--- src/rtl/ahb3lite_pkg.sv ---
// AHB3-Lite bus encodings shared by the interconnect master port and its decoder.
package ahb3lite_pkg;

  // Transfer types
  localparam logic [1:0] HTRANS_IDLE   = 2'b00;
  localparam logic [1:0] HTRANS_BUSY   = 2'b01;
  localparam logic [1:0] HTRANS_NONSEQ = 2'b10;
  localparam logic [1:0] HTRANS_SEQ    = 2'b11;

  // Responses
  localparam logic HRESP_OKAY  = 1'b0;
  localparam logic HRESP_ERROR = 1'b1;

  // Burst types
  localparam logic [2:0] HBURST_SINGLE = 3'b000;
  localparam logic [2:0] HBURST_INCR   = 3'b001;
  localparam logic [2:0] HBURST_WRAP4  = 3'b010;
  localparam logic [2:0] HBURST_INCR4  = 3'b011;
  localparam logic [2:0] HBURST_WRAP8  = 3'b100;
  localparam logic [2:0] HBURST_INCR8  = 3'b101;
  localparam logic [2:0] HBURST_WRAP16 = 3'b110;
  localparam logic [2:0] HBURST_INCR16 = 3'b111;

  // Transfer sizes
  localparam logic [2:0] HSIZE_BYTE  = 3'b000;
  localparam logic [2:0] HSIZE_HWORD = 3'b001;
  localparam logic [2:0] HSIZE_WORD  = 3'b010;
  localparam logic [2:0] HSIZE_DWORD = 3'b011;

  // A transfer that actually moves data (NONSEQ or SEQ)
  function automatic logic trans_active(input logic [1:0] htrans);
    return (htrans == HTRANS_NONSEQ) || (htrans == HTRANS_SEQ);
  endfunction

endpackage

--- src/rtl/ahb3lite_interconnect_master_port_if.sv ---
// Bundle of the master-side AHB bus and the fan-out towards every slave port of the switch.
interface ahb3lite_interconnect_master_port_if #(
  parameter int unsigned HADDR_SIZE = 32,
  parameter int unsigned HDATA_SIZE = 32,
  parameter int unsigned SLAVES     = 8
);

  // Master side
  logic [2:0]            mst_priority;
  logic                  HSEL;
  logic [HADDR_SIZE-1:0] HADDR;
  logic [HDATA_SIZE-1:0] HWDATA;
  logic                  HWRITE;
  logic [2:0]            HSIZE;
  logic [2:0]            HBURST;
  logic [3:0]            HPROT;
  logic [1:0]            HTRANS;
  logic                  HMASTLOCK;
  logic                  HREADY;
  logic [HDATA_SIZE-1:0] HRDATA;
  logic                  HREADYOUT;
  logic                  HRESP;

  // Decode map
  logic [HADDR_SIZE-1:0] slvHADDRbase [SLAVES];
  logic [HADDR_SIZE-1:0] slvHADDRmask [SLAVES];

  // Slave-port side
  logic [SLAVES-1:0]     slvHSEL;
  logic [HADDR_SIZE-1:0] slvHADDR;
  logic [HDATA_SIZE-1:0] slvHWDATA;
  logic                  slvHWRITE;
  logic [2:0]            slvHSIZE;
  logic [2:0]            slvHBURST;
  logic [3:0]            slvHPROT;
  logic [1:0]            slvHTRANS;
  logic                  slvHMASTLOCK;
  logic [1:0]            slvHTRANS4sw;
  logic                  slvHMASTLOCK4sw;
  logic                  slvHREADY;
  logic [2:0]            slv_priority;
  logic [HDATA_SIZE-1:0] slvHRDATA [SLAVES];
  logic [SLAVES-1:0]     slvHREADYOUT;
  logic [SLAVES-1:0]     slvHRESP;
  logic [SLAVES-1:0]     can_switch;
  logic [SLAVES-1:0]     granted;

  // View of the master port itself (the AHB slave that the master talks to)
  modport slave (
    input  mst_priority, HSEL, HADDR, HWDATA, HWRITE, HSIZE, HBURST, HPROT, HTRANS,
    input  HMASTLOCK, HREADY,
    output HRDATA, HREADYOUT, HRESP,
    input  slvHADDRbase, slvHADDRmask,
    output slvHSEL, slvHADDR, slvHWDATA, slvHWRITE, slvHSIZE, slvHBURST, slvHPROT,
    output slvHTRANS, slvHMASTLOCK, slvHTRANS4sw, slvHMASTLOCK4sw, slvHREADY, slv_priority,
    input  slvHRDATA, slvHREADYOUT, slvHRESP,
    output can_switch,
    input  granted
  );

  // View of the surrounding system: the AHB master plus the slave ports and their arbiters
  modport master (
    output mst_priority, HSEL, HADDR, HWDATA, HWRITE, HSIZE, HBURST, HPROT, HTRANS,
    output HMASTLOCK, HREADY,
    input  HRDATA, HREADYOUT, HRESP,
    output slvHADDRbase, slvHADDRmask,
    input  slvHSEL, slvHADDR, slvHWDATA, slvHWRITE, slvHSIZE, slvHBURST, slvHPROT,
    input  slvHTRANS, slvHMASTLOCK, slvHTRANS4sw, slvHMASTLOCK4sw, slvHREADY, slv_priority,
    output slvHRDATA, slvHREADYOUT, slvHRESP,
    input  can_switch,
    output granted
  );

endinterface

--- src/rtl/ahb3lite_interconnect_addr_decoder.sv ---
// Combinational base/mask address decoder; lowest matching slave index wins.
module ahb3lite_interconnect_addr_decoder #(
  parameter int unsigned HADDR_SIZE = 32,
  parameter int unsigned SLAVES     = 8
) (
  input  logic                  sel,
  input  logic [HADDR_SIZE-1:0] addr,
  input  logic [HADDR_SIZE-1:0] base [SLAVES],
  input  logic [HADDR_SIZE-1:0] mask [SLAVES],
  output logic [SLAVES-1:0]     hit,
  output logic                  no_hit
);

  logic found;

  // Priority scan from slave 0 upwards so overlapping regions resolve deterministically
  always_comb begin
    hit   = '0;
    found = 1'b0;
    for (int s = 0; s < SLAVES; s++) begin
      if (sel && !found && ((addr & mask[s]) == (base[s] & mask[s]))) begin
        hit[s] = 1'b1;
        found  = 1'b1;
      end
    end
    no_hit = sel && !found;
  end

endmodule

--- src/rtl/ahb3lite_interconnect_master_port.sv ---
// Multi-layer switch master port: decodes, holds ungranted address phases, routes the data
// phase back from the owning slave port and tells the slave-port arbiters when they may switch.
module ahb3lite_interconnect_master_port
  import ahb3lite_pkg::*;
#(
  parameter int unsigned HADDR_SIZE = 32,
  parameter int unsigned HDATA_SIZE = 32,
  parameter int unsigned SLAVES     = 8
) (
  input logic                                HCLK,
  input logic                                HRESET,
  ahb3lite_interconnect_master_port_if.slave bus
);

  // Error response sequencer states
  localparam logic [1:0] StIdle = 2'd0;
  localparam logic [1:0] StErr1 = 2'd1;
  localparam logic [1:0] StErr2 = 2'd2;

  // Hold register for an address phase whose slave port has not granted us yet
  logic                  pending;
  logic [SLAVES-1:0]     pend_slv;
  logic [HADDR_SIZE-1:0] hold_addr;
  logic                  hold_write;
  logic [2:0]            hold_size;
  logic [2:0]            hold_burst;
  logic [3:0]            hold_prot;
  logic [1:0]            hold_trans;
  logic                  hold_lock;

  // Data-phase owner and the slave of the last accepted active transfer
  logic [SLAVES-1:0]     data_slv, data_slv_d;
  logic [SLAVES-1:0]     last_slv, last_slv_d;
  logic [1:0]            err_state, err_state_d;

  // Address phase as seen by the slave ports (live bus or hold register)
  logic                  cur_sel;
  logic [HADDR_SIZE-1:0] cur_addr;
  logic [SLAVES-1:0]     hit;
  logic                  no_hit;

  logic                  live_active;
  logic                  granted_hit;
  logic                  pend_granted;
  logic                  load;
  logic                  map_err;
  logic                  slv_ready;
  logic [SLAVES-1:0]     accept_slv;
  logic [SLAVES-1:0]     can_sw;

  logic [HDATA_SIZE-1:0] sel_hrdata;
  logic                  sel_hreadyout;
  logic                  sel_hresp;
  logic                  data_any;

  assign cur_sel  = pending | bus.HSEL;
  assign cur_addr = pending ? hold_addr : bus.HADDR;

  ahb3lite_interconnect_addr_decoder #(
    .HADDR_SIZE (HADDR_SIZE),
    .SLAVES     (SLAVES)
  ) u_addr_decoder (
    .sel    (cur_sel),
    .addr   (cur_addr),
    .base   (bus.slvHADDRbase),
    .mask   (bus.slvHADDRmask),
    .hit    (hit),
    .no_hit (no_hit)
  );

  assign live_active  = trans_active(bus.HTRANS);
  assign granted_hit  = |(hit & bus.granted);
  assign pend_granted = |(pend_slv & bus.granted);

  // A mapped active transfer to a slave port that is not granting us must be parked
  assign load    = !pending && bus.HREADY && live_active && (|hit) && !granted_hit;
  assign map_err = !pending && bus.HREADY && bus.HSEL && live_active && no_hit;

  // Select the response of the data-phase owner (one-hot, so OR-ing is a mux)
  always_comb begin
    sel_hrdata    = '0;
    sel_hreadyout = 1'b0;
    sel_hresp     = 1'b0;
    for (int s = 0; s < SLAVES; s++) begin
      if (data_slv[s]) begin
        sel_hrdata    = sel_hrdata | bus.slvHRDATA[s];
        sel_hreadyout = sel_hreadyout | bus.slvHREADYOUT[s];
        sel_hresp     = sel_hresp | bus.slvHRESP[s];
      end
    end
  end

  assign data_any = |data_slv;

  // While holding, the slave port only sees HREADY once it grants us, so it accepts exactly then
  assign slv_ready = pending ? pend_granted : (data_any ? sel_hreadyout : 1'b1);

  // Slave port whose address phase completes on the coming edge, if any
  always_comb begin
    accept_slv = '0;
    if (pending) begin
      if (pend_granted) begin
        accept_slv = pend_slv;
      end
    end else if (bus.HREADY && live_active && granted_hit) begin
      accept_slv = hit;
    end
  end

  // Data-phase owner follows whichever address phase the slave ports just accepted
  always_comb begin
    data_slv_d = data_slv;
    if (slv_ready) begin
      data_slv_d = accept_slv;
    end
  end

  // BUSY keeps the burst's slave; any other completed address phase replaces it
  always_comb begin
    last_slv_d = last_slv;
    if (slv_ready && (pending || (bus.HREADY && bus.HTRANS != HTRANS_BUSY))) begin
      last_slv_d = accept_slv;
    end
  end

  // Two-cycle ERROR response for transfers that decode to no slave port
  always_comb begin
    err_state_d = err_state;
    unique case (err_state)
      StIdle:  if (map_err) err_state_d = StErr1;
      StErr1:  err_state_d = StErr2;
      StErr2:  err_state_d = StIdle;
      default: err_state_d = StIdle;
    endcase
  end

  // Control state: pending flag, data-phase owner, burst tracking and error sequencer
  always_ff @(posedge HCLK) begin
    if (HRESET) begin
      pending   <= 1'b0;
      pend_slv  <= '0;
      data_slv  <= '0;
      last_slv  <= '0;
      err_state <= StIdle;
    end else begin
      data_slv  <= data_slv_d;
      last_slv  <= last_slv_d;
      err_state <= err_state_d;
      if (pending) begin
        if (pend_granted) begin
          pending  <= 1'b0;
          pend_slv <= '0;
        end
      end else if (load) begin
        pending  <= 1'b1;
        pend_slv <= hit;
      end
    end
  end

  // Capture the parked address phase; contents are don't-care unless pending is set
  always_ff @(posedge HCLK) begin
    if (HRESET) begin
      hold_addr  <= '0;
      hold_write <= 1'b0;
      hold_size  <= HSIZE_BYTE;
      hold_burst <= HBURST_SINGLE;
      hold_prot  <= '0;
      hold_trans <= HTRANS_IDLE;
      hold_lock  <= 1'b0;
    end else if (load) begin
      hold_addr  <= bus.HADDR;
      hold_write <= bus.HWRITE;
      hold_size  <= bus.HSIZE;
      hold_burst <= bus.HBURST;
      hold_prot  <= bus.HPROT;
      hold_trans <= bus.HTRANS;
      hold_lock  <= bus.HMASTLOCK;
    end
  end

  // Arbiters must not re-grant a slave that owns a parked transfer, a burst, or a lock
  always_comb begin
    can_sw = '1;
    for (int s = 0; s < SLAVES; s++) begin
      if ((pending && pend_slv[s]) ||
          (last_slv[s] && (bus.HTRANS == HTRANS_SEQ || bus.HTRANS == HTRANS_BUSY)) ||
          (bus.HMASTLOCK && last_slv[s])) begin
        can_sw[s] = 1'b0;
      end
    end
  end

  // Response to the master; pending and the error sequencer override the routed response
  always_comb begin
    bus.HRDATA    = sel_hrdata;
    bus.HREADYOUT = data_any ? sel_hreadyout : 1'b1;
    bus.HRESP     = data_any ? sel_hresp : HRESP_OKAY;
    if (pending) begin
      bus.HREADYOUT = 1'b0;
    end
    if (err_state == StErr1) begin
      bus.HREADYOUT = 1'b0;
      bus.HRESP     = HRESP_ERROR;
    end else if (err_state == StErr2) begin
      bus.HREADYOUT = 1'b1;
      bus.HRESP     = HRESP_ERROR;
    end
  end

  assign bus.slvHSEL         = hit;
  assign bus.slvHADDR        = cur_addr;
  assign bus.slvHWDATA       = bus.HWDATA;
  assign bus.slvHWRITE       = pending ? hold_write : bus.HWRITE;
  assign bus.slvHSIZE        = pending ? hold_size : bus.HSIZE;
  assign bus.slvHBURST       = pending ? hold_burst : bus.HBURST;
  assign bus.slvHPROT        = pending ? hold_prot : bus.HPROT;
  assign bus.slvHTRANS       = pending ? hold_trans : bus.HTRANS;
  assign bus.slvHMASTLOCK    = pending ? hold_lock : bus.HMASTLOCK;
  // A held SEQ starts afresh at an arbiter that has not yet served this master
  assign bus.slvHTRANS4sw    = pending ? HTRANS_NONSEQ : bus.HTRANS;
  assign bus.slvHMASTLOCK4sw = pending ? hold_lock : bus.HMASTLOCK;
  assign bus.slvHREADY       = slv_ready;
  assign bus.slv_priority    = bus.mst_priority;
  assign bus.can_switch      = can_sw;

endmodule
--- src/flat_wrapper.sv ---
// flat-port wrapper written by rule: the top's interface ports become plain ports
module ahb3lite_interconnect_master_port_flat import ahb3lite_pkg::*;
#(
  parameter int unsigned HADDR_SIZE = 32,
  parameter int unsigned HDATA_SIZE = 32,
  parameter int unsigned SLAVES     = 8
)
  (HCLK, HRESET, bus_mst_priority, bus_HSEL, bus_HADDR, bus_HWDATA, bus_HWRITE, bus_HSIZE, bus_HBURST, bus_HPROT, bus_HTRANS, bus_HMASTLOCK, bus_HREADY, bus_HRDATA, bus_HREADYOUT, bus_HRESP, bus_slvHADDRbase, bus_slvHADDRmask, bus_slvHSEL, bus_slvHADDR, bus_slvHWDATA, bus_slvHWRITE, bus_slvHSIZE, bus_slvHBURST, bus_slvHPROT, bus_slvHTRANS, bus_slvHMASTLOCK, bus_slvHTRANS4sw, bus_slvHMASTLOCK4sw, bus_slvHREADY, bus_slv_priority, bus_slvHRDATA, bus_slvHREADYOUT, bus_slvHRESP, bus_can_switch, bus_granted);
  ahb3lite_interconnect_master_port_if #(.HADDR_SIZE(HADDR_SIZE), .HDATA_SIZE(HDATA_SIZE), .SLAVES(SLAVES)) bus_i ();
  input logic HCLK;
  input logic HRESET;
  input wire logic [$bits(bus_i.mst_priority)-1:0] bus_mst_priority;
  input wire logic [$bits(bus_i.HSEL)-1:0] bus_HSEL;
  input wire logic [$bits(bus_i.HADDR)-1:0] bus_HADDR;
  input wire logic [$bits(bus_i.HWDATA)-1:0] bus_HWDATA;
  input wire logic [$bits(bus_i.HWRITE)-1:0] bus_HWRITE;
  input wire logic [$bits(bus_i.HSIZE)-1:0] bus_HSIZE;
  input wire logic [$bits(bus_i.HBURST)-1:0] bus_HBURST;
  input wire logic [$bits(bus_i.HPROT)-1:0] bus_HPROT;
  input wire logic [$bits(bus_i.HTRANS)-1:0] bus_HTRANS;
  input wire logic [$bits(bus_i.HMASTLOCK)-1:0] bus_HMASTLOCK;
  input wire logic [$bits(bus_i.HREADY)-1:0] bus_HREADY;
  output wire logic [$bits(bus_i.HRDATA)-1:0] bus_HRDATA;
  output wire logic [$bits(bus_i.HREADYOUT)-1:0] bus_HREADYOUT;
  output wire logic [$bits(bus_i.HRESP)-1:0] bus_HRESP;
  input wire logic [$bits(bus_i.slvHADDRbase)-1:0] bus_slvHADDRbase;
  input wire logic [$bits(bus_i.slvHADDRmask)-1:0] bus_slvHADDRmask;
  output wire logic [$bits(bus_i.slvHSEL)-1:0] bus_slvHSEL;
  output wire logic [$bits(bus_i.slvHADDR)-1:0] bus_slvHADDR;
  output wire logic [$bits(bus_i.slvHWDATA)-1:0] bus_slvHWDATA;
  output wire logic [$bits(bus_i.slvHWRITE)-1:0] bus_slvHWRITE;
  output wire logic [$bits(bus_i.slvHSIZE)-1:0] bus_slvHSIZE;
  output wire logic [$bits(bus_i.slvHBURST)-1:0] bus_slvHBURST;
  output wire logic [$bits(bus_i.slvHPROT)-1:0] bus_slvHPROT;
  output wire logic [$bits(bus_i.slvHTRANS)-1:0] bus_slvHTRANS;
  output wire logic [$bits(bus_i.slvHMASTLOCK)-1:0] bus_slvHMASTLOCK;
  output wire logic [$bits(bus_i.slvHTRANS4sw)-1:0] bus_slvHTRANS4sw;
  output wire logic [$bits(bus_i.slvHMASTLOCK4sw)-1:0] bus_slvHMASTLOCK4sw;
  output wire logic [$bits(bus_i.slvHREADY)-1:0] bus_slvHREADY;
  output wire logic [$bits(bus_i.slv_priority)-1:0] bus_slv_priority;
  input wire logic [$bits(bus_i.slvHRDATA)-1:0] bus_slvHRDATA;
  input wire logic [$bits(bus_i.slvHREADYOUT)-1:0] bus_slvHREADYOUT;
  input wire logic [$bits(bus_i.slvHRESP)-1:0] bus_slvHRESP;
  output wire logic [$bits(bus_i.can_switch)-1:0] bus_can_switch;
  input wire logic [$bits(bus_i.granted)-1:0] bus_granted;
  assign bus_i.mst_priority = bus_mst_priority;
  assign bus_i.HSEL = bus_HSEL;
  assign bus_i.HADDR = bus_HADDR;
  assign bus_i.HWDATA = bus_HWDATA;
  assign bus_i.HWRITE = bus_HWRITE;
  assign bus_i.HSIZE = bus_HSIZE;
  assign bus_i.HBURST = bus_HBURST;
  assign bus_i.HPROT = bus_HPROT;
  assign bus_i.HTRANS = bus_HTRANS;
  assign bus_i.HMASTLOCK = bus_HMASTLOCK;
  assign bus_i.HREADY = bus_HREADY;
  assign bus_HRDATA = bus_i.HRDATA;
  assign bus_HREADYOUT = bus_i.HREADYOUT;
  assign bus_HRESP = bus_i.HRESP;
  assign bus_i.slvHADDRbase = {>>{bus_slvHADDRbase}};
  assign bus_i.slvHADDRmask = {>>{bus_slvHADDRmask}};
  assign bus_slvHSEL = bus_i.slvHSEL;
  assign bus_slvHADDR = bus_i.slvHADDR;
  assign bus_slvHWDATA = bus_i.slvHWDATA;
  assign bus_slvHWRITE = bus_i.slvHWRITE;
  assign bus_slvHSIZE = bus_i.slvHSIZE;
  assign bus_slvHBURST = bus_i.slvHBURST;
  assign bus_slvHPROT = bus_i.slvHPROT;
  assign bus_slvHTRANS = bus_i.slvHTRANS;
  assign bus_slvHMASTLOCK = bus_i.slvHMASTLOCK;
  assign bus_slvHTRANS4sw = bus_i.slvHTRANS4sw;
  assign bus_slvHMASTLOCK4sw = bus_i.slvHMASTLOCK4sw;
  assign bus_slvHREADY = bus_i.slvHREADY;
  assign bus_slv_priority = bus_i.slv_priority;
  assign bus_i.slvHRDATA = {>>{bus_slvHRDATA}};
  assign bus_i.slvHREADYOUT = bus_slvHREADYOUT;
  assign bus_i.slvHRESP = bus_slvHRESP;
  assign bus_can_switch = bus_i.can_switch;
  assign bus_i.granted = bus_granted;
  ahb3lite_interconnect_master_port #(.HADDR_SIZE(HADDR_SIZE), .HDATA_SIZE(HDATA_SIZE), .SLAVES(SLAVES)) u_core (.HCLK(HCLK), .HRESET(HRESET), .bus(bus_i));
endmodule
--- config.mk ---
export PLATFORM = sky130hd
export DESIGN_NAME = ahb3lite_interconnect_master_port_flat
export DESIGN_NICKNAME = d
export VERILOG_FILES = /design/src/rtl/ahb3lite_pkg.sv /design/src/rtl/ahb3lite_interconnect_master_port_if.sv /design/src/rtl/ahb3lite_interconnect_addr_decoder.sv /design/src/rtl/ahb3lite_interconnect_master_port.sv /design/src/flat_wrapper.sv
export SDC_FILE = /design/constraint.sdc
export NUM_CORES = 1
export LEC_CHECK = 0
export CAP_MARGIN = 0
export CORE_AREA = 2 2 389 391
export CTS_CLUSTER_DIAMETER = 100
export DETAILED_ROUTE_END_ITERATION = 10
export DIE_AREA = 0 0 391 393
export GPL_TIMING_DRIVEN = 0
export SYNTH_ARGS = -nofsm -noshare
export SYNTH_HDL_FRONTEND = slang
export SYNTH_SLANG_ARGS = --single-unit
--- constraint.sdc ---
create_clock -name HCLK -period 5.9 [get_ports HCLK]
set_input_delay 0.885 -clock HCLK [delete_from_list [all_inputs] [get_ports HCLK]]
set_output_delay 0.885 -clock HCLK [all_outputs]
set_load 0.02 [all_outputs]
==> impl_metrics.tcl <==
set metrics [dict create \
    clkTransAtPathRegs_ns 0.07 \
    report.final.slew_viol_count 0 \
    gp_congestion 0.958 \
    synth-edff-count 0 \
    r2r-start "u_core.pending" \
    grt_usage_pct 18.7 \
    synth.cell_area_mm2 0.0112 \
    dpl.cell_count 4373 \
    worst_pin_slew_ns 1.24 \
    die_h_um 393 \
    max_freq_mhz 171 \
    hp-start "u_core.hold_burst[0]" \
    yosys.area.top_type "a22oi_1" \
    antenna_found_initial 125 \
    leakagePower_nw 8.46 \
    hold_viol 0 \
    worstSetupStartpointType "register" \
    cts_root_buf "clkbuf_16" \
    finalCritPeriodShare_pct 99.3 \
    final_common_cell "clkdlybuf4s50_1" \
    async_reset_ff_share_pct 0 \
    synth_top_area_share_pct 16.5 \
    dp_hpwl_mm 127 \
    finalSetupTns_ns 0 \
    drive_gt1_share_pct 10.0 \
    ir_drop_uv 128 \
    grt.overflow.total 0 \
    finalNonFillerCells 4507 \
    io_pins 1012 \
    avgViaCountPerCell 4.08 \
    nNetsFinal 3401 \
    routedWlPerCell_um 33.7 \
    yosysSeqAreaShare_pct 13.1 \
    hold_depth 2 \
    final_cell_area_mm2 0.0252 \
    synth_seq_cells 73 \
    placed_area_mm2 0.0236 \
    grt_pass1_wl_mm 185 \
    yosys_warnings 0 \
    pwr_density_cell_mw_per_mm2 120 \
    crit_path_end_kind "output pin" \
    cts_tree "built" \
    ys_top_cells_by_area "a22oi_1 17%, xnor2_1 13%, dfxtp_1 13%" \
    grt_max_degree 15 \
    mostFrequentLayoutCells "972 x clkdlybuf4s50_1, 245 x a22oi_1, 169 x xnor2_1" \
    yosysUniqueCellTypes 70 \
    cts_made_buffers 9 \
    layout_min_cycle_time_ns 5.86 \
    drt_pass1_iterations 6 \
    dr_total_vias 18378 \
    drc_errors 0 \
    worst_hold_slack_ns 0.477 \
    critPathMaxFanout 10 \
    final_antenna_net_count 0 \
    arrival_ns 4.97 \
    clkLatencyLatePin_ns 0.36 \
    row_count 142 \
    crit_type "register to output pin" \
    syn_inst 1441 \
    clock_skew_ns 0.00896 \
    place.port_buffers 976 \
    rr_worst_depth 15 \
    initial_core_util_pct 7.49 \
    synth.avg_cell_area_um2 7.76 \
    syn_to_final_growth_pct 126 \
    htree_num_levels 3 \
    setup_viol 0 \
    dieWidth_um 391 \
    outcome "finished, final reports clean" \
    cts_max_path_buffers 2 \
    die_area_mm2 0.154 \
    cp.required_ns 5.02 \
    slew_headroom_pct 17.3 \
    crit_start "u_core.pending" \
    hold_class "register to register" \
    wl_mm 152 \
    yosys_most_used_dff "dfxtp_1" \
    grt_pass1_vias 17332 \
    core_mm2 0.149 \
    max_cap_violations 0 \
    syn_nets 2318 \
    cts.sinks 73 \
    dr.first_iter.drc_count 1965 \
]
[path summary, 6_finish.rpt]
path	end	slack, ns
worst max-delay path	bus_slvHSEL[6]	0.04
worst min-delay path	u_core.hold_burst[0]	0.48
worst max register to register	u_core.hold_addr[4]	0.05
worst min register to register	u_core.hold_burst[0]	0.48
[critical path, cell delays in order (launching register included)]
cell and delay (ns):
dfxtp_1 0.32, buf_6 0.21, buf_8 0.27, clkbuf_2 0.53, nand2b_1 0.18, o22ai_1 0.35
a21oi_1 0.98, nand4_1 0.31, nor4_4 0.44, nor3b_2 0.34, clkdlybuf4s50_1 0.66
[routing by layer]
metal  track usage, %  wire length [um]  vias up
met5            0.702               573        -
met4             4.94              4730       68
met3             8.06             17800      296
met2             27.8             63500     1430
met1             24.3             65500     8875
li1                 -                 -     7709
[logic make-up (layout without fill, tap and decap cells)]
kind of cell	Yosys count	after routing	share of synthesized area, %
AND/OR/NAND/NOR	454	454	21.7
buffers and inverters	155	1243	7.34
adder cells (fa/ha/maj)	1	1	0.0895
other	0	34	0
AO/OA/AOI/OAI	452	452	28.7
flip-flops	73	73	13.1
multiplexers	135	135	15.7
XOR/XNOR	171	171	13.4
[power by group]
| part | total (mW) | switching (mW) | internal (mW) |
|---|---|---|---|
| Sequential | 0.498 | 0.00152 | 0.496 |
| Clock | 0.684 | 0.265 | 0.419 |
| Combinational | 1.84 | 0.909 | 0.933 |
[flip-flops by register name, summed over array words and instances, names as in the netlist]
register           count
u_core.data_slv        8
u_core.err_state       2
u_core.hold_addr      32
u_core.hold_burst      3
u_core.hold_lock       1
u_core.hold_prot       4
u_core.hold_size       3
u_core.hold_trans      2
u_core.hold_write      1
u_core.last_slv        8
u_core.pend_slv        8
u_core.pending         1
[what timing repair did]
item	in CTS	in global routing
endpoints found under the setup margin	80	11
hold buffers	0	0
setup buffers	82	2
pin swaps	6	0
gates resized for setup	29	7
[through the flow]
stage,worst slack [ns],power [mW],util [%]
floorplan,1.41,1.05,-
finish,0.0442,3.02,16.9
global route,-0.000253,3.11,16.9
CTS,-0.107,3.01,16.8
global placement,-3.58,2.19,15.7
detailed placement,-2.92,2.20,15.8
[cells in the mapped netlist, drive strengths merged, types with 4 or more instances]
cell type	n
a22oi	247
dfxtp	73
and2	5
mux2	13
nor4	25
nor3	15
inv	42
o21ai	61
nand3	70
clkbuf	49
nand3b	5
a221oi	7
o21a	4
or2	5
nand2	117
mux2i	122
a222oi	11
nand2b	93
o22ai	5
nand4	73
a22o	5
nor2	30
buf	63
a2111oi	24
nand4b	4
a21oi	67
xnor2	170
[area by class of cell]
cell class / instances / area [um2]
Antenna cell: 34 / 85.1
Buffer: 112 / 666
Clock buffer: 9 / 225
Clock inverter: 7 / 124
Fill cell: 16890 / 124000
Inverter: 43 / 161
Multi-Input combinational cell: 1213 / 9130
Sequential cell: 73 / 1460
Tap cell: 1944 / 2430
Timing Repair Buffer: 1072 / 10900
No activity file was read; power rests on OpenSTA's default activity.
